`src/rtl/pool_pkg.sv`:
```
// Shared types and helpers for the pooling stage.
//   pool_type_e : pooling mode encoding (NONE/MAX/AVG; 3 is reserved)
//   state_e     : control FSM states
//   ACC_W       : accumulator width for a given element width and max kernel
//   log2_k      : log2 of a power-of-two kernel size (used for the AVG shift)
package pool_pkg;

  typedef enum logic [1:0] {
    POOL_NONE = 2'd0,
    POOL_MAX  = 2'd1,
    POOL_AVG  = 2'd2
  } pool_type_e;

  typedef enum logic [1:0] {
    ST_IDLE  = 2'd0,
    ST_RUN   = 2'd1,
    ST_FLUSH = 2'd2
  } state_e;

  // Room for the sum of KMAX*KMAX elements without overflow.
  function automatic int ACC_W(input int data_w, input int kmax);
    return data_w + 2 * $clog2(kmax);
  endfunction

  // Index of the highest set bit; exact for powers of two.
  function automatic logic [1:0] log2_k(input logic [2:0] k);
    logic [1:0] r;
    r = 2'd0;
    for (int i = 0; i < 3; i++)
      if (k[i]) r = 2'(i);
    return r;
  endfunction

endpackage

```
`src/rtl/pool_window_ctr.sv`:
```
// Raster position tracking for the pooling stage.
//   clear/adv   : restart at (0,0) / step one accepted element
//   k, s, w, h  : latched kernel, stride, width, height
//   oc          : window column index (accumulator slot)
//   in_window   : current element lies inside a kernel window
//   first_elem  : current element is the top-left of its window
//   win_done    : current element is the bottom-right of its window
//   last_elem   : current element is (H-1, W-1)
// Phases wrap at S with compares only, so no division is needed.
module pool_window_ctr #(
  parameter int MAX_W = 32,
  parameter int WW    = $clog2(MAX_W) + 1,
  parameter int OW    = (MAX_W > 1) ? $clog2(MAX_W) : 1
) (
  input  logic          clock,
  input  logic          reset,
  input  logic          clear,
  input  logic          adv,
  input  logic [2:0]    k,
  input  logic [2:0]    s,
  input  logic [WW-1:0] w,
  input  logic [15:0]   h,
  output logic [OW-1:0] oc,
  output logic          in_window,
  output logic          first_elem,
  output logic          win_done,
  output logic          last_elem
);

  logic [WW-1:0] c;
  logic [15:0]   r;
  logic [2:0]    col_phase, row_phase;
  logic          end_of_row, col_wrap, row_wrap;

  assign end_of_row = (c == w - 1'b1);
  assign last_elem  = end_of_row && (r == h - 16'd1);
  assign col_wrap   = (col_phase == s - 3'd1);
  assign row_wrap   = (row_phase == s - 3'd1);

  assign in_window  = (col_phase < k) && (row_phase < k);
  assign first_elem = (col_phase == 3'd0) && (row_phase == 3'd0);
  // Partial windows at the right/bottom edge never reach K-1 in both phases.
  assign win_done   = (col_phase == k - 3'd1) && (row_phase == k - 3'd1);

  always_ff @(posedge clock) begin
    if (reset || clear) begin
      c         <= '0;
      r         <= '0;
      oc        <= '0;
      col_phase <= '0;
      row_phase <= '0;
    end else if (adv) begin
      if (end_of_row) begin
        c         <= '0;
        oc        <= '0;
        col_phase <= '0;
        if (last_elem) begin
          r         <= '0;
          row_phase <= '0;
        end else begin
          r         <= r + 16'd1;
          row_phase <= row_wrap ? 3'd0 : row_phase + 3'd1;
        end
      end else begin
        c         <= c + 1'b1;
        col_phase <= col_wrap ? 3'd0 : col_phase + 3'd1;
        if (col_wrap) oc <= oc + 1'b1;
      end
    end
  end

endmodule

```
`src/rtl/pool_engine.sv`:
```
// Streaming pooling stage (NONE / MAX / AVG) between the activation array
// and the output SRAM writer.
//   start, cfg_*         : per-frame config, latched on an accepted start
//   in_valid/in_ready    : raster-order element input
//   out_valid/out_ready  : raster-order pooled output, full backpressure
//   busy                 : frame in progress (RUN or FLUSH)
//   done                 : one-cycle pulse after the last output drains
//   cfg_err              : one-cycle pulse when start carries a bad config
// One output register; in_ready drops only when it is full and stalled, so
// a result consumed and replaced in the same cycle costs no bubble.
module pool_engine
  import pool_pkg::*;
#(
  parameter int DATA_W = 16,
  parameter int MAX_W  = 32,
  parameter int KMAX   = 4
) (
  input  logic                       clock,
  input  logic                       reset,
  input  logic                       start,
  input  logic [1:0]                 cfg_type,
  input  logic [2:0]                 cfg_k,
  input  logic [2:0]                 cfg_s,
  input  logic [$clog2(MAX_W):0]     cfg_w,
  input  logic [15:0]                cfg_h,
  input  logic                       in_valid,
  output logic                       in_ready,
  input  logic [DATA_W-1:0]          in_data,
  output logic                       out_valid,
  input  logic                       out_ready,
  output logic [DATA_W-1:0]          out_data,
  output logic                       busy,
  output logic                       done,
  output logic                       cfg_err
);

  localparam int WW = $clog2(MAX_W) + 1;
  localparam int OW = (MAX_W > 1) ? $clog2(MAX_W) : 1;
  localparam int AW = ACC_W(DATA_W, KMAX);

  state_e        state, state_nx;
  pool_type_e    type_q;
  logic [2:0]    k_q, s_q;
  logic [2:0]    shift_q;
  logic [WW-1:0] w_q;
  logic [15:0]   h_q;

  logic          cfg_ok, launch, accept, emit, acc_we;
  logic [OW-1:0] oc;
  logic          in_window, first_elem, win_done, last_elem;

  logic [AW-1:0] acc [MAX_W];
  logic [AW-1:0] x_ext, acc_rd, combined, avg_val;
  logic [DATA_W-1:0] result;

  // ---------------- config check ----------------
  always_comb begin
    cfg_ok = 1'b1;
    if (cfg_type == 2'd3) cfg_ok = 1'b0;
    if (cfg_w == '0 || cfg_w > WW'(MAX_W)) cfg_ok = 1'b0;
    if (cfg_h == '0) cfg_ok = 1'b0;
    // Pass-through ignores K and S entirely.
    if (cfg_type != 2'(POOL_NONE)) begin
      if (cfg_k == 3'd0 || cfg_s == 3'd0 || cfg_k > 3'(KMAX) || cfg_s < cfg_k)
        cfg_ok = 1'b0;
      if (cfg_type == 2'(POOL_AVG) && (cfg_k & (cfg_k - 3'd1)) != 3'd0)
        cfg_ok = 1'b0;
    end
  end

  // A start landing on the done cycle is dropped.
  assign launch   = (state == ST_IDLE) && start && !done;
  assign in_ready = (state == ST_RUN) && (!out_valid || out_ready);
  assign accept   = in_valid && in_ready;
  assign busy     = (state != ST_IDLE);

  // ---------------- FSM ----------------
  always_comb begin
    state_nx = state;
    case (state)
      ST_IDLE:  if (launch && cfg_ok) state_nx = ST_RUN;
      ST_RUN:   if (accept && last_elem) state_nx = ST_FLUSH;
      ST_FLUSH: if (!out_valid || out_ready) state_nx = ST_IDLE;
      default:  state_nx = ST_IDLE;
    endcase
  end

  always_ff @(posedge clock) begin
    if (reset) begin
      state   <= ST_IDLE;
      done    <= 1'b0;
      cfg_err <= 1'b0;
    end else begin
      state   <= state_nx;
      done    <= (state == ST_FLUSH) && (state_nx == ST_IDLE);
      cfg_err <= launch && !cfg_ok;
    end
  end

  // Pass-through runs with K=S=1 so every element is its own window.
  always_ff @(posedge clock) begin
    if (reset) begin
      type_q  <= POOL_NONE;
      k_q     <= 3'd1;
      s_q     <= 3'd1;
      shift_q <= 3'd0;
      w_q     <= '0;
      h_q     <= '0;
    end else if (launch && cfg_ok) begin
      type_q  <= pool_type_e'(cfg_type);
      w_q     <= cfg_w;
      h_q     <= cfg_h;
      shift_q <= {log2_k(cfg_k), 1'b0};
      if (cfg_type == 2'(POOL_NONE)) begin
        k_q <= 3'd1;
        s_q <= 3'd1;
      end else begin
        k_q <= cfg_k;
        s_q <= cfg_s;
      end
    end
  end

  // ---------------- position tracking ----------------
  pool_window_ctr #(.MAX_W(MAX_W), .WW(WW), .OW(OW)) u_ctr (
    .clock      (clock),
    .reset      (reset),
    .clear      (launch && cfg_ok),
    .adv        (accept),
    .k          (k_q),
    .s          (s_q),
    .w          (w_q),
    .h          (h_q),
    .oc         (oc),
    .in_window  (in_window),
    .first_elem (first_elem),
    .win_done   (win_done),
    .last_elem  (last_elem)
  );

  // ---------------- datapath ----------------
  assign x_ext  = AW'(in_data);
  assign acc_rd = acc[oc];

  always_comb begin
    combined = x_ext;
    if (!first_elem) begin
      if (type_q == POOL_MAX) combined = (x_ext > acc_rd) ? x_ext : acc_rd;
      else                    combined = acc_rd + x_ext;
    end
  end

  assign avg_val = combined >> shift_q;

  always_comb begin
    case (type_q)
      POOL_AVG: result = avg_val[DATA_W-1:0];
      POOL_MAX: result = combined[DATA_W-1:0];
      default:  result = in_data;
    endcase
  end

  assign acc_we = accept && in_window && (type_q != POOL_NONE);
  assign emit   = accept && ((type_q == POOL_NONE) || (in_window && win_done));

  // First-use overwrite makes an accumulator reset unnecessary.
  always_ff @(posedge clock) begin
    if (acc_we) acc[oc] <= combined;
  end

  always_ff @(posedge clock) begin
    if (reset) begin
      out_valid <= 1'b0;
      out_data  <= '0;
    end else if (emit) begin
      out_valid <= 1'b1;
      out_data  <= result;
    end else if (out_ready) begin
      out_valid <= 1'b0;
    end
  end

endmodule

```
`config.mk`:
```
export PLATFORM = sky130hd
export DESIGN_NAME = pool_engine
export DESIGN_NICKNAME = d
export VERILOG_FILES = /design/src/rtl/pool_pkg.sv /design/src/rtl/pool_window_ctr.sv /design/src/rtl/pool_engine.sv
export SDC_FILE = /design/constraint.sdc
export NUM_CORES = 1
export LEC_CHECK = 0
export ABC_AREA = 1
export BUFFER_PORTS_ARGS = -buffer_cell sky130_fd_sc_hd__buf_2
export CAP_MARGIN = 20
export CORE_ASPECT_RATIO = 0.75
export CORE_MARGIN = 2
export CORE_UTILIZATION = 23
export DETAILED_ROUTE_END_ITERATION = 12
export HOLD_SLACK_MARGIN = 0.15
export PLACE_DENSITY_LB_ADDON = 0.15
export SLEW_MARGIN = 10
export SYNTH_ARGS = -nofsm -noshare
export SYNTH_HDL_FRONTEND = slang
export SYNTH_SLANG_ARGS = --single-unit
export TNS_END_PERCENT = 10
```
`constraint.sdc`:
```
create_clock -name clock -period 7.21 [get_ports clock]
set_input_delay 0.3605 -clock clock [delete_from_list [all_inputs] [get_ports clock]]
set_output_delay 0.3605 -clock clock [all_outputs]
set_load 0.01 [all_outputs]
```
==> results.toml, run 1 <==
[sta]
drv_slew = 0
timing.hold.ws_ns = 0.221
max_freq_mhz = 162
tightest_slew_ns = 1.15
rsz0062_at_grt = "false"
slew_headroom = 0.228
finalHoldViolCount = 0
setup-tns-final_ns = 0
skew_ns = 0.0279
final-setup-viol-count = 0
period_minus_slack_ns = 6.16
period_share = 0.855

[worst_setup_path]
worst_setup_path_start_kind = "register"
slowest_stage = "o31ai_1"
r2r-end = "out_data[15]"
required_ns = 7.80
crit_type = "reg2reg"
slowest_delay_ns = 0.94
ff2ff_path_depth = 26
critPathCaptureType = "register"
rrSetupSlack_ns = 1.05
cp_max_fo = 126
arrival_ns = 6.76
crit_top_cell = "nand2_1"
worstSetupEndpoint = "out_data[15]"

[logic_synthesis]
syn-num-nets = 3347
yosysWarnings = 0
synth_ff_type = "edfxtp_1"
yosys.cell_types.count = 57
synth_top_area_cell = "edfxtp_1"
yosys-top-cells-area = "edfxtp_1 (58%), nand2_1 (10%), nand3_1 (6.1%)"
ys_async_sr_fraction = 0
synth.avg_cell_area_um2 = 10.2
synth_sequential_area_ratio = 0.634
syn_area_um2 = 33200
synth_seq_cells = 731
synth_common_cells = "nand2_1 (906), edfxtp_1 (640), nand3_1 (406), nor2_1 (217), a21oi_1 (203)"
syn-instance-count = 3238
synth_edf_count = 640
yosysMostFrequentCell = "nand2_1"
netlist.area_leader.share = 0.579

[floorplanning]
io_pins = 72
start_util = 0.232
die_height_um = 333
rows = 120
die-area_um2 = 147000
die_x_um = 443
core_um2 = 143000

[grt]
met3_usage = 0.0305
antenna_found_initial = 4
grt_max_degree = 127
use_met2 = 0.227
first_global_vias = 23500
grt_pass1_wl_um = 170000
busiest_layer = "met1"
overflow = 0
grtUsageMet1 = 0.236
track_usage = 0.156

[routing]
drtIter0Drc = 2153
ant_nets = 0
via_per_inst = 4.52
remaining_drc_errors = 0
drtPass1Iterations = 5
wl_um = 116000
avgRoutedWirePerCell_um = 21.9
vias = 24100

[placed_design]
place_congestion = 0.835
port_buffers = 71
dp.cells = 5129
hpwl_um = 71000
placed_cell_area_um2 = 35800

[power_and_ir_drop]
p_per_area_nw_per_um2 = 239
peakVddDrop_mv = 0.168
p_leak_nw = 14.1

[layout]
drive_gt1_frac = 0.103
multiInputGateArea_um2 = 10600
fin_area_um2 = 38800
fin_cells = 5322
seq_area_um2 = 21100
finalNetCount = 3475
fill_cells = 15100
area_growth_pct = 16.8
fin_util = 0.271

[clock_tree]
cts-root-buf = "clkbuf_16"
cts_resized = 0
clk_latency_ns = 0.68
clkSinkCount = 731
clk_pin_slew_worst_paths_ns = 0.06
cts_tree = "done"
numCtsBuffers = 75
clk_path_buf_depth = 3
htree_levels = 3

[run]
drv_cap = 0

[hold_path]
hp-class = "in2reg"

[outcome]
status = "finished clean"
## logic make-up (layout without fill, tap and decap cells)
logic type	after synthesis	in the layout	share of synthesized area
xor+xnor	46	46	0.0121
fa+ha+maj	58	58	0.0221
simple gates	1612	1612	0.204
compound gates	437	437	0.0763
other cells	0	5	0
flops	731	731	0.634
buf+inv	354	542	0.0510
## worst max-delay path, delay by kind of cell (launching register included)
| family | cells | cell delay (ns) |
|---|---|---|
| AND/OR/NAND/NOR | 15 | 2.02 |
| buffers and inverters | 5 | 1.26 |
| adder cells (fa/ha/maj) | 1 | 0.35 |
| AO/OA/AOI/OAI | 5 | 1.83 |
| flip-flops | 1 | 0.54 |
## cells in the final DEF (no fill, tap or decap), drive strengths merged, types with 2 or more instances in the layout
cell | synthesis | routed
o31ai | 40 | 40
nor3b | 6 | 6
clkinv | 3 | 38
and2 | 4 | 4
buf | 129 | 169
a211oi | 7 | 7
nor4 | 10 | 10
dlygate4sd3 | 0 | 49
a21oi | 204 | 204
a31oi | 2 | 2
o221ai | 18 | 18
o211ai | 10 | 10
nor2 | 220 | 220
a221oi | 2 | 2
clkbuf | 38 | 92
nand3 | 411 | 411
or2 | 6 | 6
o22ai | 17 | 17
edfxtp | 640 | 640
nand4 | 15 | 15
dfxtp | 91 | 91
o21ai | 119 | 119
diode | 0 | 5
clkinvlp | 0 | 6
inv | 184 | 183
nand2 | 914 | 914
nor3 | 25 | 25
ha | 57 | 57
a21boi | 5 | 5
bufinv | 0 | 5
xnor2 | 10 | 10
xor2 | 36 | 36
o21bai | 3 | 3
## timing repair
item                                   in CTS  in global routing
hold buffers                               49                  0
buffers inserted                            0                  0
endpoints found under the hold margin      57                  0
## where the power goes
part	total [mW]	internal, mW	switching [mW]
clock	3.90	2.14	1.76
sequential	4.66	4.64	0.0136
combinational	0.689	0.191	0.497
total	9.25	6.98	2.27
## stage by stage
stage | setup slack (ns) | total power [mW]
floorplan | 3.16 | 5.14
global placement | 0.992 | 5.42
detailed placement | 1.24 | 5.41
CTS | 1.22 | 9.36
global route | 0.476 | 9.59
finish | 1.05 | 9.25
## final cells by class
cell class,count,area share
flip-flops and latches,731,0.543
multi-input cells,2153,0.272
well taps,1891,0.0610
clock buffers,92,0.0512
repair buffers,218,0.0438
inverters,187,0.0186
clock inverters,45,0.00978
diodes,5,0.000323
## state kept, by name (all words and copies together) (netlist names), 5 cells and up, named ones only
register  count
w_q           6
u_ctr.oc      5
out_data     16
u_ctr.c       6
acc         640
h_q          16
u_ctr.r      16
## per-layer routing
metal | part of all wire | wire length (um) | vias up
li1 | - | - | 11500
met1 | 0.50 | 58800 | 11900
met2 | 0.42 | 49100 | 544
met3 | 0.053 | 6150 | 123
met4 | 0.020 | 2330 | 0
met5 | 0 | 0 | -
## worst min-delay path by stage
stage                      start           end  slack [ns]  depth (start not counted)
floorplan               state[0]          done        0.42                          1
finish                in_data[9]   out_data[9]        0.22                          5
global placement    out_data[14]  out_data[14]        0.46                          2
CTS                   in_data[9]   out_data[9]        0.16                          5
detailed placement      state[0]          done        0.44                          1
global route          in_data[9]   out_data[9]        0.22                          5
Note: power is estimated with default switching activity, not from simulation.
==> inputs of run 2 (changes only) <==
Settings changed: CORE_UTILIZATION 23 to 60.
==> run 2 against run 1 <==
Via count increased by 3.7%. Setup slack improved by 0.016 ns. Combinational power decreased by 7.8%. Clock power decreased by 5.6%. Final cell count decreased by 23%. Flip-flop and latch count unchanged. Sequential share of layout area increased by 2.9 points. Clock-buffer cell count unchanged. Routed wire length decreased by 19%. Maximum frequency increased by 0.27%. Highest routed layer unchanged. Critical path type unchanged. Clock skew decreased by 0.0080 ns. Cell area decreased by 5.0%.
==> results.toml, run 2 (synthesis gave the netlist of run 1 again) <==
[placed_design]
place_congestion = 0.902
port_buffers = 71
place_ws_ns = 1.18
hpwl_um = 55500
placed_cell_area_um2 = 34200

[run]
drv_cap = 0

[clock_tree]
postCtsSetupBuffers = 0
clk_latency_ns = 0.62
clk_pin_slew_worst_paths_ns = 0.06
clk_path_buf_depth = 3
cts-root-buf = "clkbuf_16"
htree_levels = 3
cts_tree = "done"
clkSinkCount = 731
numCtsBuffers = 71

[sta]
tightest_slew_ns = 1.08
period_minus_slack_ns = 6.15
rsz0062_at_grt = "false"
drv_slew = 0
slew_headroom = 0.279
worst_slack_ns = 1.06
finalHoldViolCount = 0
skew_ns = 0.0199
setup-tns-final_ns = 0
max_freq_mhz = 163
period_share = 0.853
final-setup-viol-count = 0

[layout]
final_common_cell = "nand2_1"
drive_gt1_frac = 0.0946
area_growth_pct = 10.9
regMostFlops = "acc"
most-common-layout-cells = "nand2_1 (906), edfxtp_1 (640), nand3_1 (406)"
multiInputGateArea_um2 = 10600
finalNetCount = 3431
seq_area_um2 = 21100
fin_area_um2 = 36800
fill_cells = 4119
largest_register_ffs = 640

[routing]
avgRoutedWirePerCell_um = 23.0
drtPass1Iterations = 7
remaining_drc_errors = 0
drtIter0Drc = 3172
vias = 25000
via_per_inst = 6.10
wl_um = 94200
ant_nets = 0

[worst_setup_path]
crit_type = "reg2reg"
worst_setup_path_start_kind = "register"
slowest_stage = "inv_8"
arrival_ns = 6.62
rrSetupSlack_ns = 1.06
cp_max_fo = 172
slowest_delay_ns = 0.74
required_ns = 7.68
critPathCaptureType = "register"
crit_top_cell = "nand2_1"
ff2ff_path_depth = 31
r2r-end = "out_data[1]"

[floorplanning]
die_height_um = 208
io_pins = 72
die_x_um = 276
rows = 74
start_util = 0.608
core_um2 = 54500
die-area_um2 = 57200

[outcome]
status = "finished clean"

[power_and_ir_drop]
p_per_area_nw_per_um2 = 244
peakVddDrop_mv = 0.213
power.total_mw = 8.97
p_leak_nw = 13.9

[hold_path]
hold_path_end = "out_data[2]"
hp-class = "in2reg"
hold_depth = 5
hold_start = "in_data[2]"

[grt]
antenna_found_initial = 4
grt_pass1_wl_um = 141000
first_global_vias = 23800
grt_max_degree = 199
track_usage = 0.330
overflow = 0
## run 2: per-layer routing
metal / routed length [um] / vias up / GRT usage / part of all wire
li1: - / 11400 / - / -
met3: 10700 / 214 / 0.0858 / 0.11
met5: 0 / - / 0 / 0
met4: 2940 / 0 / 0.110 / 0.031
met2: 42100 / 1363 / 0.494 / 0.45
met1: 38400 / 12000 / 0.472 / 0.41
## run 2: how the worst max path moves through the flow
stage | start | to | slack (ns) | cells after the start
2_1_floorplan | register | out_data[5] | 3.16 | 31
3_3_place_gp | register | out_data[1] | 1.37 | 27
3_5_place_dp | register | out_data[1] | 1.18 | 31
5_1_grt | register | out_data[4] | 0.59 | 29
4_1_cts | register | out_data[1] | 1.15 | 31
6_report | register | out_data[1] | 1.06 | 31
## run 2: critical path: cells and delay by family, from the launching register on
family                   cells  cell delay, ns
AND/OR/NAND/NOR             22            2.74
buffers and inverters        3            1.34
AO/OA/AOI/OAI                5            0.79
flip-flops                   1            0.49
adder cells (fa/ha/maj)      1            0.43
## run 2: layout make-up
class,count,area share
flip-flops and latches,731,0.572
multi-input cells,2153,0.288
clock buffers,92,0.0521
repair buffers,178,0.0350
well taps,722,0.0245
inverters,187,0.0194
clock inverters,32,0.00897
diodes,1,0.0000680
## run 2: stage by stage
step,hold WS (ns),std cells,utilization
2_1_floorplan,0.424,3238,-
3_3_place_gp,0.442,3934,0.627
3_5_place_dp,0.458,3934,0.627
4_1_cts,0.184,4095,0.675
5_1_grt,0.239,4096,0.675
6_report,0.212,4096,0.675
## run 2: power breakdown
| group | total [mW] | internal (mW) | switching (mW) |
|---|---|---|---|
| registers | 4.66 | 4.64 | 0.0146 |
| clock network | 3.68 | 2.10 | 1.58 |
| logic | 0.635 | 0.177 | 0.457 |
## run 2: what timing repair did
item / in CTS / in global routing
hold buffers: 37 / 0
setup endpoints to repair: 0 / 0
resized for setup: 0 / 0
endpoints found under the hold margin: 39 / 0
==> inputs of run 3 (changes only) <==
Settings changed: CORE_UTILIZATION 60 to 35, SYNTH_HIERARCHICAL set to 1.
==> run 3 against run 2 <==
Die area rose by 67%. Clock-buffer cell count fell by 2. Non-clock buffer count fell by 10. Maximum frequency fell by 1.7%. Synthesized cell count fell by 8.1%. Global-route usage fell by 12 points. Power rose by 0.65%. Register-to-register slack got worse by 0.10 ns. Cell area rose by 1.2%. Sequential share of layout area fell by 0.99 points. Sequential power fell by 1%.
==> results.toml, run 3 <==
[sta]
drv_slew = 0
setup-tns-final_ns = 0
skew_ns = 0.0412
max_freq_mhz = 160
finalHoldViolCount = 0
tightest_slew_ns = 1.12
period_share = 0.867
slew_headroom = 0.253
rsz0062_at_grt = "false"
period_minus_slack_ns = 6.25
final-setup-viol-count = 0

[layout]
fin_cells = 4371
regMostFlops = "acc"
fin_area_um2 = 37300
fin_util = 0.406
final_common_cell = "nand2_1"
largest_register_ffs = 640
drive_gt1_frac = 0.121
area_growth_pct = 14.6
fill_cells = 8857
finalNetCount = 3190
n_antenna_cell = 0
most-common-layout-cells = "nand2_1 (838), edfxtp_1 (640), a22oi_1 (256)"

[logic_synthesis]
synth_edf_count = 640
synth_sequential_area_ratio = 0.644
syn-num-nets = 3081
syn_area_um2 = 32500
yosys-top-cells-area = "edfxtp_1 (59%), nand2_1 (9.7%), a22oi_1 (5.9%)"
netlist.area_leader.share = 0.591
yosys.cell_types.count = 56
synth_seq_cells = 726
synth_ff_type = "edfxtp_1"
synth_common_cells = "nand2_1 (838), edfxtp_1 (640), a22oi_1 (256), nor2_1 (185), a21oi_1 (172)"
synth_top_area_cell = "edfxtp_1"
synth.avg_cell_area_um2 = 10.9
yosysMostFrequentCell = "nand2_1"
syn-instance-count = 2975
yosysWarnings = 6
ys_async_sr_fraction = 0

[routing]
ant_nets = 0
drtPass1Iterations = 7
via_per_inst = 5.30
drtIter0Drc = 2243
wl_um = 101000
vias = 23100
avgRoutedWirePerCell_um = 23.1
remaining_drc_errors = 0

[floorplanning]
rows = 96
io_pins = 72
die_height_um = 268
die_x_um = 356
die-area_um2 = 95400
start_util = 0.354
core_um2 = 91800

[clock_tree]
clk_pin_slew_worst_paths_ns = 0.06
cts_tree = "done"
cts-root-buf = "clkbuf_16"
htree_levels = 3
clkSinkCount = 726
numCtsBuffers = 75
clk_path_buf_depth = 3
clk_latency_ns = 0.65

[worst_setup_path]
required_ns = 7.77
crit_top_cell = "nand2_1"
slowest_delay_ns = 0.77
worst_setup_path_start_kind = "register"
arrival_ns = 6.82
critPathCaptureType = "register"
slowest_stage = "nor2_4"
crit_type = "reg2reg"
cp_max_fo = 27

[placed_design]
place_congestion = 0.901
hpwl_um = 66200
dp.cells = 4194
port_buffers = 71
placed_cell_area_um2 = 34400

[hold_path]
hp-class = "in2reg"

[grt]
use_met2 = 0.309
overflow = 0
grt_max_degree = 76
track_usage = 0.209
busiest_layer = "met1"
grt_pass1_wl_um = 149000
grtUsageMet1 = 0.324
met3_usage = 0.0311
first_global_vias = 22200
antenna_found_initial = 2

[power_and_ir_drop]
p_leak_nw = 13.5
peakVddDrop_mv = 0.192
p_per_area_nw_per_um2 = 242

[run]
drv_cap = 0

[outcome]
status = "finished clean"
==> run 3: what timing repair did <==
| action | CTS | global route |
|---|---|---|
| resized for setup | 0 | 0 |
| buffers inserted | 0 | 0 |
| endpoints found under the hold margin | 36 | 0 |
| hold buffers | 34 | 0 |
==> run 3: area by class of cell <==
class | count | area [um^2] | area share
clock buffers | 90 | 1970 | 0.0530
clock inverters | 49 | 468 | 0.0126
inverters | 185 | 702 | 0.0188
multi-input cells | 1928 | 10300 | 0.277
flip-flops and latches | 726 | 20900 | 0.562
well taps | 1225 | 1530 | 0.0411
repair buffers | 168 | 1340 | 0.0359
==> run 3: critical path: cells and delay by family, from the launching register on <==
family / cells / cell delay [ns]
simple gates: 17 / 2.79
compound gates: 5 / 1.39
buf+inv: 5 / 1.17
flops: 1 / 0.47
fa+ha+maj: 1 / 0.31
==> run 3: where the power goes <==
part	total, mW	internal (mW)	leakage, nW	switching [mW]
Sequential	4.61	4.59	6.49	0.0153
Clock	3.91	2.19	1.18	1.71
Combinational	0.511	0.151	5.87	0.360
==> run 3: cell families after synthesis <==
kind of cell / Yosys count / synth area share
buf+inv: 321 / 0.0463
xor+xnor: 32 / 0.00885
simple gates: 1324 / 0.175
fa+ha+maj: 55 / 0.0214
flops: 726 / 0.644
compound gates: 517 / 0.105
==> run 3: per-layer routing <==
metal | vias up | wire length, um | share of wire
li1 | 10700 | - | -
met1 | 11500 | 49700 | 0.49
met2 | 775 | 43800 | 0.43
met3 | 114 | 5980 | 0.059
met4 | 0 | 1560 | 0.015
met5 | - | 0 | 0
==> run 3: worst paths after layout <==
| kind | from | endpoint | slack (ns) | cells past startpoint |
|---|---|---|---|---|
| min | in_data[15] | out_data[15] | 0.21 | 5 |
| max reg2reg | u_ctr/oc[0] | out_data[15] | 0.96 | 28 |
| max | u_ctr/oc[0] | out_data[15] | 0.96 | 28 |
| min reg2reg | out_data[8] | out_data[8] | 0.47 | 2 |
==> run 3: per-stage QoR <==
stage / power [mW] / hold WS [ns] / worst slack [ns]
floorplan: 5.01 / 0.445 / 2.91
global placement: 5.18 / 0.450 / 0.557
detailed placement: 5.19 / 0.458 / 0.499
CTS: 9.10 / 0.172 / 0.485
global route: 9.31 / 0.220 / 0.487
finish: 9.03 / 0.211 / 0.958
